**src/rtl/button_pkg.sv**
```systemverilog
// Shared state encoding and default timing constants for the button event FSM.
package button_pkg;

    typedef enum logic [1:0] {
        IDLE    = 2'd0,
        PRESSED = 2'd1,
        HELD    = 2'd2
    } state_e;

    localparam int unsigned DEF_LONG_CYCLES   = 1000;
    localparam int unsigned DEF_REPEAT_CYCLES = 250;
    localparam int unsigned DEF_CNT_W         = 8;
    localparam int unsigned HOLD_W            = 16;

endpackage

```
**src/rtl/button_event_fsm_hold_timer.sv**
```systemverilog
// 16-bit hold counter; hit flags the cycle the count equals limit, and an
// enabled hit rolls the count back to zero so it can re-arm on its own.
module hold_timer
    import button_pkg::*;
(
    input  logic              clk,
    input  logic              rst_n,
    input  logic              clear,
    input  logic              enable,
    input  logic [HOLD_W-1:0] limit,
    output logic              hit
);

    logic [HOLD_W-1:0] cnt_q;
    logic [HOLD_W-1:0] cnt_d;

    assign hit = (cnt_q == limit);

    always_comb begin
        cnt_d = cnt_q;
        if (clear) begin
            cnt_d = '0;
        end else if (enable) begin
            cnt_d = hit ? '0 : cnt_q + 1'b1;
        end
    end

    always_ff @(posedge clk or negedge rst_n) begin
        if (!rst_n) begin
            cnt_q <= '0;
        end else begin
            cnt_q <= cnt_d;
        end
    end

endmodule

```
**src/rtl/button_event_fsm.sv**
```systemverilog
// Turns a debounced button level into press/release/long/repeat strobes,
// a long-press level and a saturating press counter; all outputs registered.
module button_event_fsm
    import button_pkg::*;
#(
    parameter int unsigned LONG_CYCLES   = DEF_LONG_CYCLES,
    parameter int unsigned REPEAT_CYCLES = DEF_REPEAT_CYCLES,
    parameter int unsigned CNT_W         = DEF_CNT_W
) (
    input  logic             clk,
    input  logic             rst_n,
    input  logic             debounced_in,
    input  logic             clear_count,
    output logic             press_pulse,
    output logic             release_pulse,
    output logic             long_pulse,
    output logic             repeat_pulse,
    output logic             long_active,
    output logic [CNT_W-1:0] press_count
);

    localparam logic [HOLD_W-1:0] LONG_LIMIT   = HOLD_W'(LONG_CYCLES - 1);
    localparam logic [HOLD_W-1:0] REPEAT_LIMIT = HOLD_W'(REPEAT_CYCLES - 1);
    localparam logic [CNT_W-1:0]  CNT_MAX      = {CNT_W{1'b1}};

    state_e            state_q, state_d;
    logic              press_q, press_d;
    logic              release_q, release_d;
    logic              long_q, long_d;
    logic              repeat_q, repeat_d;
    logic              long_active_q, long_active_d;
    logic [CNT_W-1:0]  count_q, count_d;

    logic              tmr_clear;
    logic              tmr_enable;
    logic              tmr_hit;
    logic [HOLD_W-1:0] tmr_limit;

    hold_timer u_hold_timer (
        .clk    (clk),
        .rst_n  (rst_n),
        .clear  (tmr_clear),
        .enable (tmr_enable),
        .limit  (tmr_limit),
        .hit    (tmr_hit)
    );

    always_comb begin
        state_d    = state_q;
        press_d    = 1'b0;
        release_d  = 1'b0;
        long_d     = 1'b0;
        repeat_d   = 1'b0;
        count_d    = count_q;
        tmr_clear  = 1'b0;
        tmr_enable = 1'b0;
        tmr_limit  = (state_q == HELD) ? REPEAT_LIMIT : LONG_LIMIT;

        unique case (state_q)
            IDLE: begin
                tmr_clear = 1'b1;
                if (debounced_in) begin
                    state_d = PRESSED;
                    press_d = 1'b1;
                    if (count_q != CNT_MAX) begin
                        count_d = count_q + 1'b1;
                    end
                end
            end
            PRESSED: begin
                // Release is tested first so it beats a coincident threshold.
                if (!debounced_in) begin
                    state_d   = IDLE;
                    release_d = 1'b1;
                    tmr_clear = 1'b1;
                end else if (tmr_hit) begin
                    state_d   = HELD;
                    long_d    = 1'b1;
                    tmr_clear = 1'b1;
                end else begin
                    tmr_enable = 1'b1;
                end
            end
            HELD: begin
                if (!debounced_in) begin
                    state_d   = IDLE;
                    release_d = 1'b1;
                    tmr_clear = 1'b1;
                end else begin
                    tmr_enable = 1'b1;
                    repeat_d   = tmr_hit;
                end
            end
            default: begin
                state_d   = IDLE;
                tmr_clear = 1'b1;
            end
        endcase

        if (clear_count) begin
            count_d = '0;
        end

        long_active_d = (state_d == HELD);
    end

    always_ff @(posedge clk or negedge rst_n) begin
        if (!rst_n) begin
            state_q       <= IDLE;
            press_q       <= 1'b0;
            release_q     <= 1'b0;
            long_q        <= 1'b0;
            repeat_q      <= 1'b0;
            long_active_q <= 1'b0;
            count_q       <= '0;
        end else begin
            state_q       <= state_d;
            press_q       <= press_d;
            release_q     <= release_d;
            long_q        <= long_d;
            repeat_q      <= repeat_d;
            long_active_q <= long_active_d;
            count_q       <= count_d;
        end
    end

    assign press_pulse   = press_q;
    assign release_pulse = release_q;
    assign long_pulse    = long_q;
    assign repeat_pulse  = repeat_q;
    assign long_active   = long_active_q;
    assign press_count   = count_q;

endmodule

```
**config.mk**
```make
export PLATFORM = sky130hd
export DESIGN_NAME = button_event_fsm
export DESIGN_NICKNAME = d
export VERILOG_FILES = /design/src/rtl/button_pkg.sv /design/src/rtl/button_event_fsm_hold_timer.sv /design/src/rtl/button_event_fsm.sv
export SDC_FILE = /design/constraint.sdc
export NUM_CORES = 1
export LEC_CHECK = 0
export BUFFER_PORTS_ARGS = -buffer_cell sky130_fd_sc_hd__buf_2
export CORE_ASPECT_RATIO = 0.5
export CORE_MARGIN = 2
export CORE_UTILIZATION = 30
export CTS_CLUSTER_SIZE = 12
export DETAILED_ROUTE_END_ITERATION = 10
export HOLD_SLACK_MARGIN = 0.05
export PLACE_DENSITY_LB_ADDON = 0.05
export REMOVE_ABC_BUFFERS = 1
export SYNTH_ARGS = -nofsm -noshare
export SYNTH_HDL_FRONTEND = slang
export SYNTH_SLANG_ARGS = --single-unit
```
**constraint.sdc**
```tcl
create_clock -name clk -period 2.7 [get_ports clk]
set_input_delay 0.135 -clock clk [delete_from_list [all_inputs] [get_ports clk]]
set_output_delay 0.135 -clock clk [all_outputs]
set_load 0.005 [all_outputs]
```
---- After elaboration in Yosys (flattened, before gate mapping) ----
Index checks and enable logic that the tools add are counted.
storage, ports and cells
  bits in registers ....................... 31
  input bits .............................. 4
  output and inout port bits .............. 13
  word-level logic and storage cells ...... 49
cells by class
  add/subtract/negate cells ............... 2
  equality and inequality tests ........... 5
  multiplexer cells ....................... 27
  reduce and logical (&&, ||, !) cells .... 7
operator list
  kind                     number
  $mux W16                 3
  $mux W8                  4
  $add A16 B1 Y16 const B  1
  $eq A16 B10 Y1           1
  $mux W1                  12
  $mux W10                 1
  $add A8 B1 Y8 const B    1
  $mux W2                  4
  $ne A8 B8 Y1 const B     1
  $reduce_bool A2 Y1       4
  $pmux W2 S3              1
  $eq A2 B2 Y1 const B     2
  $pmux W1 S2              2
  $reduce_and A3 Y1        1
  $eq A2 B1 Y1 const B     1
  $logic_not A2 Y1         1
  $reduce_or A2 Y1         1

---- Longest topological paths before layout ----
  word-level depth ........................ 8
  depth in mapped cells ................... 8
  gate-level depth less buffers ........... 7

---- By module ----
From an unflattened synthesis, not the netlist that was laid out.
unflattened totals
  cells, all modules ...................... 212
  area, all modules ....................... 2125.8 µm²
modules (own cells, without submodules)
  module            instances  cells an instance  area an instance (µm²)  seq. area each (µm²)
  hold_timer        1          129                1256.2                  400.4
  button_event_fsm  1          83                 869.6                   375.4

---- Worst setup path after synthesis ----
No wires, ideal clock.
  path kind ............................... flip-flop to flip-flop
  start ................................... reg state_q[0]
  end ..................................... reg u_hold_timer.cnt_q[4]
  setup time .............................. 0.122 ns
  arrival ................................. 2.095 ns
  required time ........................... 2.578 ns
  slack ................................... 0.484 ns
  stages on the path, launching flop included .. 9
  path buffers ............................ 1
  clock period less this slack ............ 2.216 ns
  cells stage by stage .................... dfrtp_1 -> inv_1 -> ha_1 -> or4b_4 -> nor3_4 -> o21ai_2 -> buf_6 -> a211o_1 -> a32o_1
on the way
  word-level cells in the longest chain between the ends .. 7
  elaborated cells between the ends (all ways) .. 14
  those cells by class .................... eq/ne (3); mux (10); reduce/logical (1)
ends and longest elaborated chain
  what                                                   RTL line                                        text
  start, declared                                        button_event_fsm.sv:26                          state_e state_q, state_d;
  start signal, assigned                                 button_event_fsm.sv:117                         state_q <= state_d;
  $eq A2 B2 Y1                                           button_event_fsm.sv:57, button_event_fsm.sv:59
  $mux W10                                               button_event_fsm.sv:57                          tmr_limit = (state_q == HELD) ? REPEAT_LIMIT : LONG_LIMIT;
  $eq A16 B10 Y1                                         button_event_fsm_hold_timer.sv:17               assign hit = (cnt_q == limit);
  $mux W1                                                button_event_fsm.sv:76                          end else if (tmr_hit) begin
  $mux W1                                                button_event_fsm.sv:72                          if (!debounced_in) begin
  $pmux W1 S2                                            button_event_fsm.sv:59                          unique case (state_q)
  $mux W16 / $reduce_bool A2 Y1 (equally long branches)  --
  end signal, assigned                                   button_event_fsm_hold_timer.sv:32               cnt_q <= cnt_d;
  end, declared                                          button_event_fsm_hold_timer.sv:14               logic [HOLD_W-1:0] cnt_q;
Several ways; a longest one is shown, not always the timed one. The select of a mux whose other input is x is not followed.
A chain may end at the register's enable or synchronous reset.

---- Final worst setup path ----
Same ends and word-level chain as after synthesis.

==> results.tsv <==
stage	metric	value	unit
critical_path	cp-start-kind	register	
yosys	synth_top_area_cell	dfrtp_1	
sta	fin_crit	2.47	ns
place	dp_cells	273	
critical_path	crit_fanout	11	
global_routing	grt_pass1_vias	1430	
power	power_density	666	mW/mm²
clock_tree	cts_tree	built	
floorplanning	start_util	31.6	%
sta	fin_crit_sh	91.4	%
sta	drv_slew	0	
sta	tightestPinTransition	0.713	ns
global_routing	grt_max_degree	32	
yosys	synth_edf_count	0	
drt	wl_per_cell	15.8	µm
critical_path	r2r_slack	0.23	ns
floorplanning	fp.coreArea	0.00559	mm²
yosys	async_flop_share	100	%
clock_tree	htreeDepth	2	
sta	hold_violations	0	
clock_tree	cts_num_sinks	31	
finish	final_common_cell	dfrtp_1	
status	status	completed	
floorplanning	io-pin-count	17	
clock_tree	ctsResizeCount	0	
yosys	netlist_instances	186	
clock_tree	cts_root_buf	clkbuf_16	
global_routing	antenna_found_initial	0	
critical_path	crit_path_end_kind	register	
sta	fmax	405	MHz
min_path	whs_endpoint	press_count[0]	
min_path	hp-start	clear_count	
drt	antenna_left	0	
floorplanning	fp-row-count	19	
floorplanning	die_w	112	µm
clock_tree	cts_hold_buffers	1	
yosys	ys_ff_latch	31	
power	p_leak	0.000927	µW
clock_tree	clk_latency	0.27	ns
finish	nets	218	
place	hpwl	3230	µm
finish	final_cells	282	
clock_tree	cts_setup_buffers	0	
yosys	syn_area	0.00176	mm²
critical_path	cp.arrival	2.63	ns
sta	whs	0.133	ns
drt	wl	4450	µm
global_routing	grt_pass1_wl	7590	µm
min_path	min_path_cells	2	
drt	drt_iter0_markers	172	
critical_path	worst-setup-path-type	reg2reg	
global_routing	grt_usage	15.0	%
place	portBuffers	16	
drt	vias_per_cell	5.46	
yosys	synth_cell_type_count	45	
sta	rsz0062_at_grt	false	
critical_path	rr_worst_depth	7	
floorplanning	die_y	58.2	µm
yosys	yosysWarnings	0	
place	routabilityCongestion	0.755	
clock_tree	clk_pin_slew	0.05	ns
finish	diodes	0	
global_routing	grt.overflow.total	0	
run	max_cap_viol_count	0	
sta	finalClockSkew	0.00392	ns
clock_tree	cts_made_buffers	5	
drt	drc	0	
yosys	synthTopCellsByArea	dfrtp_1, nor2_1, ha_1	
drt	vias	1541	
yosys	synth.avg_cell_area	9.48	µm²
yosys	yosysTopAreaCellShare	44.0	%
critical_path	r2r-end	u_hold_timer.cnt_q[4]	
sta	finalSetupViolCount	0	
finish	mostFrequentLayoutCells	dfrtp_1, nor2_1, buf_2	
floorplanning	die_area	0.00654	mm²
drt	dr.pass1.iters	4	
sta	fin_setup_tns	0	ns
yosys	seq_area_frac_synth	44.0	%
finish	drive_gt1_share	16.7	%
critical_path	cp.required	2.86	ns
clock_tree	clock_path_buffers	2	
sta	max_slew_margin	52.4	%
power	peakVddDrop	0.000276	V
min_path	hold_path_class	in2reg	
yosys	ys.flop_type	dfrtp_1	
critical_path	reg2reg_from	state_q[0]	
finish	syn_to_final_growth	19.3	%
==> kinds of logic after synthesis <==
kind of cell               count (synthesis)  synth area share, %
AOI/OAI and AO/OA                         43                 17.8
adders and majority gates                  6                 4.26
xor gates and xnor gates                   9                 4.47
buffers and inverters                     12                 3.05
muxes                                      1                0.568
DFF                                       31                 44.0
and+or+nand+nor                           84                 25.8
==> final cells by class <==
class	instances	area, µm²
Clock buffer	7	153
Inverter	6	22.5
Tap cell	73	91.3
Multi-Input combinational cell	143	933
Fill cell	568	3480
Clock inverter	1	7.51
Sequential cell	31	776
Timing Repair Buffer	21	120
==> per-layer routing <==
layer / GRT usage (%) / routed length (µm)
met3: 4.81 / 260
met4: 3.66 / 23
met5: 0 / 0
met1: 21.8 / 2260
met2: 21.6 / 1900
==> how the worst max path moves through the flow <==
| stage | cells past startpoint | slack, ns | from | end |
|---|---|---|---|---|
| finish | 7 | 0.23 | state_q[0] | u_hold_timer.cnt_q[4] |
| global route | 7 | 0.05 | state_q[0] | u_hold_timer.cnt_q[4] |
| CTS | 7 | 0.24 | state_q[0] | u_hold_timer.cnt_q[4] |
| detailed placement | 7 | 0.25 | state_q[0] | u_hold_timer.cnt_q[4] |
| global placement | 7 | 0.31 | state_q[0] | u_hold_timer.cnt_q[4] |
| floorplan | 7 | 0.48 | state_q[0] | u_hold_timer.cnt_q[3] |
==> stage by stage <==
| step | instance area, µm² | setup WS [ns] | power (µW) | utilization (%) |
|---|---|---|---|---|
| after floorplan | 1730 | 0.479 | 709 | - |
| after global placement | 1930 | 0.310 | 823 | 34.6 |
| after detailed placement | 1930 | 0.246 | 817 | 34.6 |
| after CTS | 2100 | 0.241 | 1420 | 37.6 |
| after global routing | 2100 | 0.0491 | 1490 | 37.6 |
| final | 2100 | 0.233 | 1400 | 37.6 |
==> where the power goes <==
group	internal [µW]	leakage, µW	switching, µW
Sequential	493	0.000428	25.7
Clock	391	0.0000761	201
Combinational	96.3	0.000423	193
Total	981	0.000927	420
==> synthesized netlist by cell type, types with 3 or more instances <==
master	n
o21ai_0	8
a31oi_1	6
nand3_1	5
and3_1	5
nand4_1	8
nor2_1	21
nand2_1	15
a41oi_1	4
nor3_1	5
a21oi_1	4
xor2_1	7
nor4_1	3
and2_1	3
nor2b_1	3
or3_1	5
inv_1	6
dfrtp_1	31
clkbuf_1	3
o21a_1	4
ha_1	6
==> worst max-delay path, stage by stage, from the launching register on <==
cell     delay [ns]
dfrtp_1        0.41
inv_1          0.09
ha_1           0.26
or4b_4         0.50
nor3_4         0.23
o21a_1         0.40
a21oi_1        0.17
a32o_1         0.29
==> flip-flops by register name, summed over array words and instances, names as in the netlist <==
signal,flops
u_hold_timer.cnt_q,16
long_active,1
repeat_pulse,1
press_count,8
long_pulse,1
release_pulse,1
press_pulse,1
state_q,2
Note: power is estimated with default switching activity, not from simulation.
